## config.mk

```make
export PLATFORM = sky130hd
export DESIGN_NAME = toggle_pulse_decoder
export DESIGN_NICKNAME = d
export VERILOG_FILES = /design/src/rtl/toggle_pulse_decoder_pkg.sv /design/src/rtl/sync_ff_chain.sv /design/src/rtl/toggle_pulse_decoder.sv
export SDC_FILE = /design/constraint.sdc
export NUM_CORES = 1
export LEC_CHECK = 0
export CAP_MARGIN = 20
export CORE_UTILIZATION = 45
export DETAILED_ROUTE_END_ITERATION = 6
export MAX_ROUTING_LAYER = met4
export PLACE_DENSITY_LB_ADDON = 0.25
export SYNTH_ARGS = -nofsm -noshare
export SYNTH_HDL_FRONTEND = slang
export SYNTH_SLANG_ARGS = --single-unit
```

## constraint.sdc

```tcl
create_clock -name clk -period 6.1 [get_ports clk]
set_clock_uncertainty 0.05 [all_clocks]
set_input_delay 1.83 -clock clk [delete_from_list [all_inputs] [get_ports clk]]
set_output_delay 1.83 -clock clk [all_outputs]
set_load 0.01 [all_outputs]
```

## src/rtl/toggle_pulse_decoder_pkg.sv

```systemverilog
// toggle_pulse_decoder_pkg
// Shared types and constants for the toggle-line receive decoder.
//   dec_state_e     : decoder FSM states (INIT, RUN)
//   MAX_SYNC_STAGES : deepest synchroniser the decoder will build
//   max_count()     : saturation value of a pending counter of a given width
package toggle_pulse_decoder_pkg;

    typedef enum logic {
        INIT = 1'b0,
        RUN  = 1'b1
    } dec_state_e;

    localparam int MAX_SYNC_STAGES = 4;

    function automatic int max_count(input int cnt_w);
        return (1 << cnt_w) - 1;
    endfunction

endpackage

```

## src/rtl/sync_ff_chain.sv

```systemverilog
// sync_ff_chain
// Multi-flop level synchroniser for a single asynchronous bit.
//   clk : destination clock, rising edge
//   rst : asynchronous reset, active-high, clears every stage to 0
//   d   : asynchronous input bit
//   q   : synchronised output (last stage)
module sync_ff_chain #(
    parameter int STAGES = 2
) (
    input  logic clk,
    input  logic rst,
    input  logic d,
    output logic q
);

    logic [STAGES-1:0] sync_q;
    logic [STAGES-1:0] sync_d;

    always_comb begin
        sync_d = {sync_q[STAGES-2:0], d};
    end

    always_ff @(posedge clk or posedge rst) begin
        if (rst) begin
            sync_q <= '0;
        end else begin
            sync_q <= sync_d;
        end
    end

    assign q = sync_q[STAGES-1];

endmodule

```

## src/rtl/toggle_pulse_decoder.sv

```systemverilog
// toggle_pulse_decoder
// Receive end of a toggle-signalled crossing: each level change on tog_in is
// one event. Events are queued in a saturating counter and offered through a
// valid/ready handshake.
//   clk      : local clock, rising edge
//   rst      : asynchronous reset, active-high
//   tog_in   : toggle line from the sender (asynchronous)
//   ev_valid : at least one event pending
//   ev_ready : consumer takes one event when ev_valid && ev_ready
//   pending  : current pending-event count
//   ovf      : sticky, an event was dropped with the counter full
//   ovf_clr  : synchronous clear of ovf (a same-edge set wins)
//   primed   : reference level captured, decoding active
// Optional build macro TOGGLE_PULSE_DECODER_GLITCH_FILTER_EN adds a
// two-sample agreement filter after the synchroniser (+1 latency, +1 INIT).
//
// state | meaning
// ------+---------------------------------------------------------------
// INIT  | counting edges after reset; last edge captures reference level
// RUN   | decoding: event = filtered line XOR previous sample
module toggle_pulse_decoder
    import toggle_pulse_decoder_pkg::*;
#(
    parameter int SYNC_STAGES = 2,
    parameter int CNT_W       = 4
) (
    input  logic             clk,
    input  logic             rst,
    input  logic             tog_in,
    output logic             ev_valid,
    input  logic             ev_ready,
    output logic [CNT_W-1:0] pending,
    output logic             ovf,
    input  logic             ovf_clr,
    output logic             primed
);

    // Out-of-range depths are clamped to the legal 2..MAX_SYNC_STAGES.
    localparam int SYNC_N = (SYNC_STAGES > MAX_SYNC_STAGES) ? MAX_SYNC_STAGES :
                            (SYNC_STAGES < 2) ? 2 : SYNC_STAGES;
`ifdef TOGGLE_PULSE_DECODER_GLITCH_FILTER_EN
    localparam int INIT_LEN = SYNC_N + 2;
`else
    localparam int INIT_LEN = SYNC_N + 1;
`endif
    localparam int PCW = 3;
    localparam logic [PCW-1:0]   PRIME_LAST = PCW'(INIT_LEN - 1);
    localparam logic [CNT_W-1:0] CNT_MAX    = CNT_W'(max_count(CNT_W));

    logic sync_out;
    logic dec_in;

    sync_ff_chain #(.STAGES(SYNC_N)) u_sync (
        .clk (clk),
        .rst (rst),
        .d   (tog_in),
        .q   (sync_out)
    );

`ifdef TOGGLE_PULSE_DECODER_GLITCH_FILTER_EN
    // A new level passes only once two consecutive samples agree; otherwise
    // the last accepted level is held.
    logic sync_last_q;
    logic filt_q;
    logic filt_d;

    always_comb begin
        filt_d = (sync_out == sync_last_q) ? sync_out : filt_q;
    end

    always_ff @(posedge clk or posedge rst) begin
        if (rst) begin
            sync_last_q <= 1'b0;
            filt_q      <= 1'b0;
        end else begin
            sync_last_q <= sync_out;
            filt_q      <= filt_d;
        end
    end

    assign dec_in = filt_d;
`else
    assign dec_in = sync_out;
`endif

    dec_state_e       state_q, state_d;
    logic [PCW-1:0]   prime_cnt_q, prime_cnt_d;
    logic             prev_q, prev_d;
    logic             primed_q, primed_d;
    logic [CNT_W-1:0] pending_q, pending_d;
    logic             ovf_q, ovf_d;
    logic             ev;
    logic             take;
    logic             ovf_set;

    assign ev_valid = (pending_q != '0);
    assign take     = ev_valid && ev_ready;

    always_comb begin
        state_d     = state_q;
        prime_cnt_d = prime_cnt_q;
        prev_d      = prev_q;
        primed_d    = primed_q;
        pending_d   = pending_q;
        ovf_set     = 1'b0;
        ev          = 1'b0;

        case (state_q)
            INIT: begin
                if (prime_cnt_q == PRIME_LAST) begin
                    prev_d   = dec_in;
                    primed_d = 1'b1;
                    state_d  = RUN;
                end else begin
                    prime_cnt_d = prime_cnt_q + 1'b1;
                end
            end
            RUN: begin
                ev     = dec_in ^ prev_q;
                prev_d = dec_in;
            end
            default: state_d = INIT;
        endcase

        // An event arriving with a take cancels out, so it cannot overflow.
        case ({ev, take})
            2'b10: begin
                if (pending_q == CNT_MAX) begin
                    ovf_set = 1'b1;
                end else begin
                    pending_d = pending_q + 1'b1;
                end
            end
            2'b01:   pending_d = pending_q - 1'b1;
            default: ;
        endcase

        ovf_d = ovf_set | (ovf_q & ~ovf_clr);
    end

    always_ff @(posedge clk or posedge rst) begin
        if (rst) begin
            state_q     <= INIT;
            prime_cnt_q <= '0;
            prev_q      <= 1'b0;
            primed_q    <= 1'b0;
            pending_q   <= '0;
            ovf_q       <= 1'b0;
        end else begin
            state_q     <= state_d;
            prime_cnt_q <= prime_cnt_d;
            prev_q      <= prev_d;
            primed_q    <= primed_d;
            pending_q   <= pending_d;
            ovf_q       <= ovf_d;
        end
    end

    assign pending = pending_q;
    assign ovf     = ovf_q;
    assign primed  = primed_q;

endmodule

```

==> impl_metrics.json, run 1 <==
{
  "crit_type": "reg -> out",
  "io_pins": 12,
  "peakVddDrop_v": 0.000203,
  "grt_start_max_net_pins": 14,
  "final_util": 0.604,
  "netlist_area_um2": 631,
  "ys_seq_area_frac": 0.516,
  "p_per_area_mw_per_mm2": 393,
  "setup_ws_ns": 2.34,
  "core_mm2": 0.00130,
  "drive_gt1_frac": 0.132,
  "synthCells": 53,
  "first_global_vias": 394,
  "syn2layout_area_growth_pct": 24.6,
  "portBuffers": 11,
  "worstSkewPairLatency_ns": 0.28,
  "leakage_nw": 0.362,
  "cp.required_ns": 4.22,
  "yosysTopAreaCellShare": 0.516,
  "ant_nets": 0,
  "post_cts_buffers": 0,
  "die-area_mm2": 0.00156,
  "track_usage": 0.177,
  "rows": 13,
  "dp_hpwl_um": 750,
  "synth.net_count": 63,
  "synth_edf_count": 0,
  "fin_cells": 83,
  "synthArstFlopShare": 1.00,
  "drc_errors": 0,
  "synth.most_common_cell": "dfrtp_1",
  "fin_area_um2": 786,
  "cts_tree": "done",
  "synth_commonest_cells": "13 x dfrtp_1, 7 x inv_1, 5 x nand2_1",
  "avgSynthCellArea_um2": 11.9,
  "cts_resized": 0,
  "start_util": 0.485,
  "antenna_cells": 0,
  "hold_viol": 0,
  "via_per_inst": 5.05,
  "yosysWarnings": 0,
  "cts_max_path_buffers": 2,
  "path_max_fanout": 6,
  "multi_input_area_um2": 279,
  "tightest_slew_ns": 0.473,
  "die_h_um": 39.4,
  "ys_types": 21,
  "routed_wl_mm": 1.03,
  "cp.arrival_ns": 1.88,
  "maxSlewViolCount": 0,
  "cts_made_buffers": 3,
  "dp.cells": 79,
  "overflow": 0,
  "cts.clk_slew.worst_paths_ns": 0.07,
  "min_period_ns": 3.76,
  "clockRootBuffer": "clkbuf_4",
  "ys.flop_type": "dfrtp_1",
  "status": "complete, no violations",
  "yosysTopAreaCell": "dfrtp_1",
  "rsz0062_at_grt": "no",
  "synthTopCellsByArea": "dfrtp_1 52%, ha_1 7.9%, xnor2_1 5.6%, inv_1 4.2%, fa_1 3.2%",
  "postPlaceCellArea_um2": 759,
  "hold_path.class": "reg -> reg",
  "setup_viol": 0,
  "dr.pass1.iters": 2,
  "hold_buffers": 0,
  "htreeDepth": 1,
  "routedWlPerCell_um": 12.4,
  "dp_slack_ns": 2.20,
  "hold_ws_ns": 0.304,
  "ys_ff_latch": 13,
  "slew-limit-headroom": 0.684,
  "critPathCaptureType": "output pin",
  "setup_tns_ns": 0,
  "fmax_mhz": 266,
  "gp_congestion": 0.708,
  "vias": 419,
  "power_uw": 309,
  "start_kind": "register",
  "drt_iter0_drc": 3,
  "timing.final.crit_share": 0.617,
  "cap_violations": 0,
  "antenna_found_initial": 0,
  "grt_pass1_wl_mm": 1.63,
  "nNetsFinal": 79,
  "clock_sinks": 13,
  "seq_area_um2": 325,
  "fillers": 108,
  "die_w_um": 39.4
}
-- flip-flops by register name, indices dropped and copies added (netlist names) --
| name | flops |
|---|---|
| prime_cnt_q | 3 |
| u_sync.sync_q | 2 |
| prev_q | 1 |
| pending | 4 |
| state_q | 1 |
| ovf | 1 |
| primed | 1 |
-- cells by family (layout without fill, tap and decap cells) --
family	Yosys count	count (layout)	share of synthesized area
compound gates	7	7	0.0913
xor+xnor	6	6	0.0833
fa+ha+maj	5	5	0.111
buf+inv	7	22	0.0417
flops	13	13	0.516
mux	3	3	0.0555
simple gates	12	12	0.101
-- worst paths after layout --
path	cells past startpoint	start	slack (ns)	to
hold reg to reg	0	u_sync.sync_q[0]	0.30	u_sync.sync_q[1]
min in group asynchronous	2	rst	1.81	pending[3]
hold / removal	0	u_sync.sync_q[0]	0.30	u_sync.sync_q[1]
setup reg to reg	8	pending[0]	3.68	pending[3]
setup / recovery	2	pending[0]	2.34	ev_valid
max in group asynchronous	2	rst	3.85	pending[0]
-- worst max-delay path: stages (launching register included) --
cell	delay (ns)
dfrtp_1	0.44
or4_2	0.67
clkdlybuf4s50_1	0.50
-- area by class of cell --
class,count,area share
well taps,15,0.0239
clock buffers,4,0.0334
flip-flops and latches,13,0.414
multi-input cells,33,0.355
inverters,7,0.0334
repair buffers,11,0.140
-- power by group --
part	total, mW	internal (mW)	switching (mW)
Clock	0.0532	0.0254	0.0278
Sequential	0.128	0.103	0.0250
Combinational	0.128	0.0739	0.0538
-- placed cells by master, fill, tap and decap left out, drive strengths merged, types with 2 or more instances in the layout --
master | Yosys | routed
a21o | 2 | 2
nand4 | 2 | 2
mux2i | 2 | 2
ha | 4 | 4
xnor2 | 4 | 4
dfrtp | 13 | 13
xor2 | 2 | 2
clkdlybuf4s50 | 0 | 11
clkbuf | 0 | 4
inv | 7 | 7
nand2 | 6 | 6
-- metal layers --
| metal | vias up | GRT usage | routed length, um |
|---|---|---|---|
| li1 | 206 | - | - |
| met1 | 198 | 0.193 | 477 |
| met2 | 10 | 0.246 | 462 |
| met3 | 5 | 0.0852 | 59 |
| met4 | 0 | 0.129 | 34 |
| met5 | - | - | 0 |
Note: power is estimated with default switching activity, not from simulation.
==> run 2, diff against run 1 <==
==> constraint.sdc (replaced) <==
create_clock -name clk -period 3.7 [get_ports clk]
set_clock_uncertainty 0.05 [all_clocks]
set_input_delay 1.11 -clock clk [delete_from_list [all_inputs] [get_ports clk]]
set_output_delay 1.11 -clock clk [all_outputs]
set_load 0.01 [all_outputs]
==> impl_metrics.json, run 2 (synthesis results as in run 1) <==
{
  "status": "complete, no violations",
  "fmax_mhz": 330,
  "grt_start_max_net_pins": 14,
  "grt_use_met1": 0.207,
  "cp.required_ns": 2.54,
  "antenna_cells": 0,
  "drt_iter0_drc": 11,
  "min_path_cells": 0,
  "clockRootBuffer": "clkbuf_4",
  "dr.pass1.iters": 4,
  "worstHoldStart": "u_sync.sync_q[0]",
  "layout.cells.most_common": "dfrtp_1",
  "grt_pass1_wl_mm": 1.48,
  "hold_buffers": 0,
  "met2_usage": 0.197,
  "final_util": 0.604,
  "final_cell_mix": "13 x dfrtp_1, 11 x clkdlybuf4s50_1, 7 x inv_1",
  "post_cts_buffers": 0,
  "antenna_found_initial": 0,
  "cap_violations": 0,
  "core_mm2": 0.00130,
  "start_util": 0.485,
  "syn2layout_area_growth_pct": 24.6,
  "setup_tns_ns": 0,
  "first_global_vias": 342,
  "start_kind": "register",
  "slew-limit-headroom": 0.694,
  "largest_reg_flops": 4,
  "die_w_um": 39.4,
  "tightest_slew_ns": 0.459,
  "cts.clk_slew.worst_paths_ns": 0.07,
  "vias": 423,
  "gp_congestion": 0.726,
  "reg2reg_from": "pending[0]",
  "clock_sinks": 13,
  "grt.met3_usage": 0.0682,
  "leakage_nw": 0.362,
  "cts_max_path_buffers": 2,
  "grt-busiest-layer": "met1",
  "p_per_area_mw_per_mm2": 628,
  "dp_hpwl_um": 718,
  "track_usage": 0.151,
  "nNetsFinal": 79,
  "hold_viol": 0,
  "routed_wl_um": 894,
  "rows": 13,
  "cts_made_buffers": 3,
  "cts_resized": 0,
  "reg2reg_to": "pending[3]",
  "worstSkewPairLatency_ns": 0.26,
  "path_max_fanout": 6,
  "rr_worst_depth": 8,
  "io_pins": 12,
  "via_per_inst": 5.10,
  "routedWlPerCell_um": 10.8,
  "htreeDepth": 1,
  "crit_type": "reg -> out",
  "setup_viol": 0,
  "peakVddDrop_v": 0.000438,
  "timing.final.crit_share": 0.820,
  "critPathCaptureType": "output pin",
  "rsz0062_at_grt": "no",
  "dp_slack_ns": 0.594,
  "overflow": 0,
  "maxSlewViolCount": 0,
  "min_period_ns": 3.03,
  "hold_path.class": "reg -> reg",
  "portBuffers": 11,
  "holdPathEnd": "u_sync.sync_q[1]",
  "ant_nets": 0,
  "r2r_slack_ns": 1.36,
  "cp.arrival_ns": 1.87,
  "die_h_um": 39.4,
  "setup_ws_ns": 0.667,
  "drc_errors": 0,
  "cts_tree": "done",
  "drive_gt1_frac": 0.132,
  "die-area_mm2": 0.00156
}
[run 2: cell counts in the layout (fill, tap and decap cells not counted)]
No cell type changed its count.
[run 2: metrics by stage]
step	hold WS, ns	area (um2)	power (mW)	std cells
finish	0.299	786	0.493	83
global route	0.318	786	0.535	83
CTS	0.304	786	0.502	83
detailed placement	0.288	759	0.418	79
global placement	0.284	759	0.417	79
floorplan	0.281	631	0.336	53
[run 2: worst max-delay path, cell delays in order, from the launching register on]
cell and delay, ns:
dfrtp_1 0.45, or4_2 0.67, clkdlybuf4s50_1 0.50
[run 2: worst max-delay path by stage]
stage / start / end / slack (ns)
2_1_floorplan: ev_ready / pending[3] / 1.17
4_1_cts: pending[0] / ev_valid / 0.65
5_1_grt: pending[0] / ev_valid / 0.59
6_report: pending[0] / ev_valid / 0.67
3_5_place_dp: ev_ready / pending[3] / 0.59
3_3_place_gp: ev_ready / pending[3] / 0.63
[run 2: cell type report]
| class | instances | area (um2) |
|---|---|---|
| Fill cell | 116 | 515 |
| Sequential cell | 13 | 325 |
| Multi-Input combinational cell | 33 | 279 |
| Timing Repair Buffer | 11 | 110 |
| Clock buffer | 4 | 26.3 |
| Inverter | 7 | 26.3 |
| Tap cell | 15 | 18.8 |
[run 2: power breakdown]
part | leakage (nW) | internal (mW) | switching (mW)
combinational | 0.198 | 0.121 | 0.0821
clock | 0.0150 | 0.0417 | 0.0388
sequential | 0.150 | 0.170 | 0.0403
[run 2: metal layers]
metal,wire (um),up-vias
met4,6,0
li1,-,210
met5,0,-
met3,49,2
met1,451,198
met2,386,13
==> run 3, diff against run 2 <==
==> constraint.sdc (replaced) <==
create_clock -name clk -period 3.1 [get_ports clk]
set_clock_uncertainty 0.05 [all_clocks]
set_input_delay 0.93 -clock clk [delete_from_list [all_inputs] [get_ports clk]]
set_output_delay 0.93 -clock clk [all_outputs]
set_load 0.01 [all_outputs]
==> impl_metrics.json, run 3 (synthesis results as in run 1) <==
{
  "status": "complete, no violations",
  "cp.required_ns": 2.12,
  "vias": 416,
  "htreeDepth": 1,
  "leakage_nw": 0.365,
  "post_cts_buffers": 0,
  "crit_type": "reg -> out",
  "track_usage": 0.157,
  "routedWlPerCell_um": 11.1,
  "fillers": 119,
  "cts.clk_slew.worst_paths_ns": 0.08,
  "antenna_found_initial": 0,
  "clockRootBuffer": "clkbuf_4",
  "maxSlewViolCount": 0,
  "cap_violations": 0,
  "fmax_mhz": 347,
  "syn2layout_area_growth_pct": 24.8,
  "first_global_vias": 361,
  "core_mm2": 0.00130,
  "combinationalPowerShare": 0.407,
  "cts_resized": 0,
  "worst_path_largest_cell_delay_ns": 0.67,
  "cts_max_path_buffers": 2,
  "drc_errors": 0,
  "drt_iter0_drc": 0,
  "rows": 13,
  "internal_power_uw": 394,
  "min_path_cells": 0,
  "reg2reg_to": "pending[3]",
  "final_cell_mix": "13 x dfrtp_1, 11 x clkdlybuf4s50_1, 7 x inv_1",
  "via_per_inst": 5.01,
  "holdPathEnd": "u_sync.sync_q[1]",
  "critPathCaptureType": "output pin",
  "die-area_mm2": 0.00156,
  "rr_worst_depth": 8,
  "slowest_stage": "or4_2",
  "reg2reg_from": "pending[0]",
  "worstHoldStart": "u_sync.sync_q[0]",
  "overflow": 0,
  "setup_tns_ns": 0,
  "ant_nets": 0,
  "pwr-share-seq": 0.420,
  "drive_gt1_frac": 0.147,
  "final_util": 0.605,
  "cp.arrival_ns": 1.90,
  "portBuffers": 11,
  "worstSkewPairLatency_ns": 0.28,
  "io_pins": 12,
  "nNetsFinal": 79,
  "hold_viol": 0,
  "dr.pass1.iters": 1,
  "r2r_slack_ns": 0.77,
  "power_switching_uw": 201,
  "peakVddDrop_v": 0.000363,
  "antenna_cells": 0,
  "start_util": 0.485,
  "cts_made_buffers": 3,
  "critPathTopFamily": "simple AND/OR/NAND/NOR gates",
  "path_max_fanout": 6,
  "p_per_area_mw_per_mm2": 756,
  "min_period_ns": 2.88,
  "grt_pass1_wl_mm": 1.48,
  "cts_tree": "done",
  "tightest_slew_ns": 0.474,
  "dp_hpwl_um": 692,
  "routed_wl_um": 923,
  "switching_share": 0.337,
  "hold_ws_ns": 0.302,
  "gp_congestion": 0.721,
  "layout.cells.most_common": "dfrtp_1",
  "largest_reg_flops": 4,
  "slew-limit-headroom": 0.683,
  "start_kind": "register",
  "setup_viol": 0,
  "grt_start_max_net_pins": 14,
  "worst-path-buf-inv": 1,
  "hold_buffers": 0,
  "hold_path.class": "reg -> reg",
  "crit_chain": "or4_2 > clkdlybuf4s50_1",
  "timing.final.crit_share": 0.930,
  "die_w_um": 39.4,
  "power_frac_clock": 0.173,
  "die_h_um": 39.4,
  "clock_sinks": 13,
  "rsz0062_at_grt": "no"
}
==> run 3: cell count changes in the layout (fill, tap and decap cells not counted), sizes merged <==
cell	change
clkbuf	-1
clkinv	+1
==> run 3: final cells by class <==
cell class / instances / area (um2) / area share
clock inverters: 1 / 5.00 / 0.00636
well taps: 15 / 18.8 / 0.0238
inverters: 7 / 26.3 / 0.0334
repair buffers: 11 / 110 / 0.140
multi-input cells: 33 / 279 / 0.355
flip-flops and latches: 13 / 325 / 0.413
clock buffers: 3 / 22.5 / 0.0286
==> run 3: power by group through the flow <==
stage	registers [mW]	clock network (mW)	logic [mW]
2_1_floorplan	0.258	0	0.143
3_3_place_gp	0.253	0	0.240
3_5_place_dp	0.253	0	0.242
4_1_cts	0.250	0.108	0.246
5_1_grt	0.255	0.117	0.272
6_report	0.250	0.103	0.242
==> run 3: worst max path at each step <==
stage / from / end / slack, ns / depth (start not counted)
floorplan: ev_ready / pending[3] / 0.75 / 8
global placement: ev_ready / pending[3] / 0.19 / 9
detailed placement: ev_ready / pending[3] / 0.19 / 9
CTS: pending[0] / ev_valid / 0.20 / 2
global route: pending[0] / ev_valid / 0.15 / 2
finish: pending[0] / ev_valid / 0.22 / 2
==> run 3: through the flow <==
step	area, um2	std cells	worst slack, ns	total power, mW
after floorplan	631	53	0.748	0.401
after global placement	759	79	0.188	0.493
after detailed placement	759	79	0.189	0.496
after CTS	787	83	0.203	0.604
after global routing	787	83	0.151	0.644
final	787	83	0.218	0.595
==> run 3: metal layers <==
layer | track usage | up-vias | part of all wire
li1 | - | 210 | -
met1 | 0.200 | 193 | 0.51
met2 | 0.209 | 10 | 0.41
met3 | 0.0852 | 3 | 0.057
met4 | 0.0517 | 0 | 0.015
met5 | - | - | 0
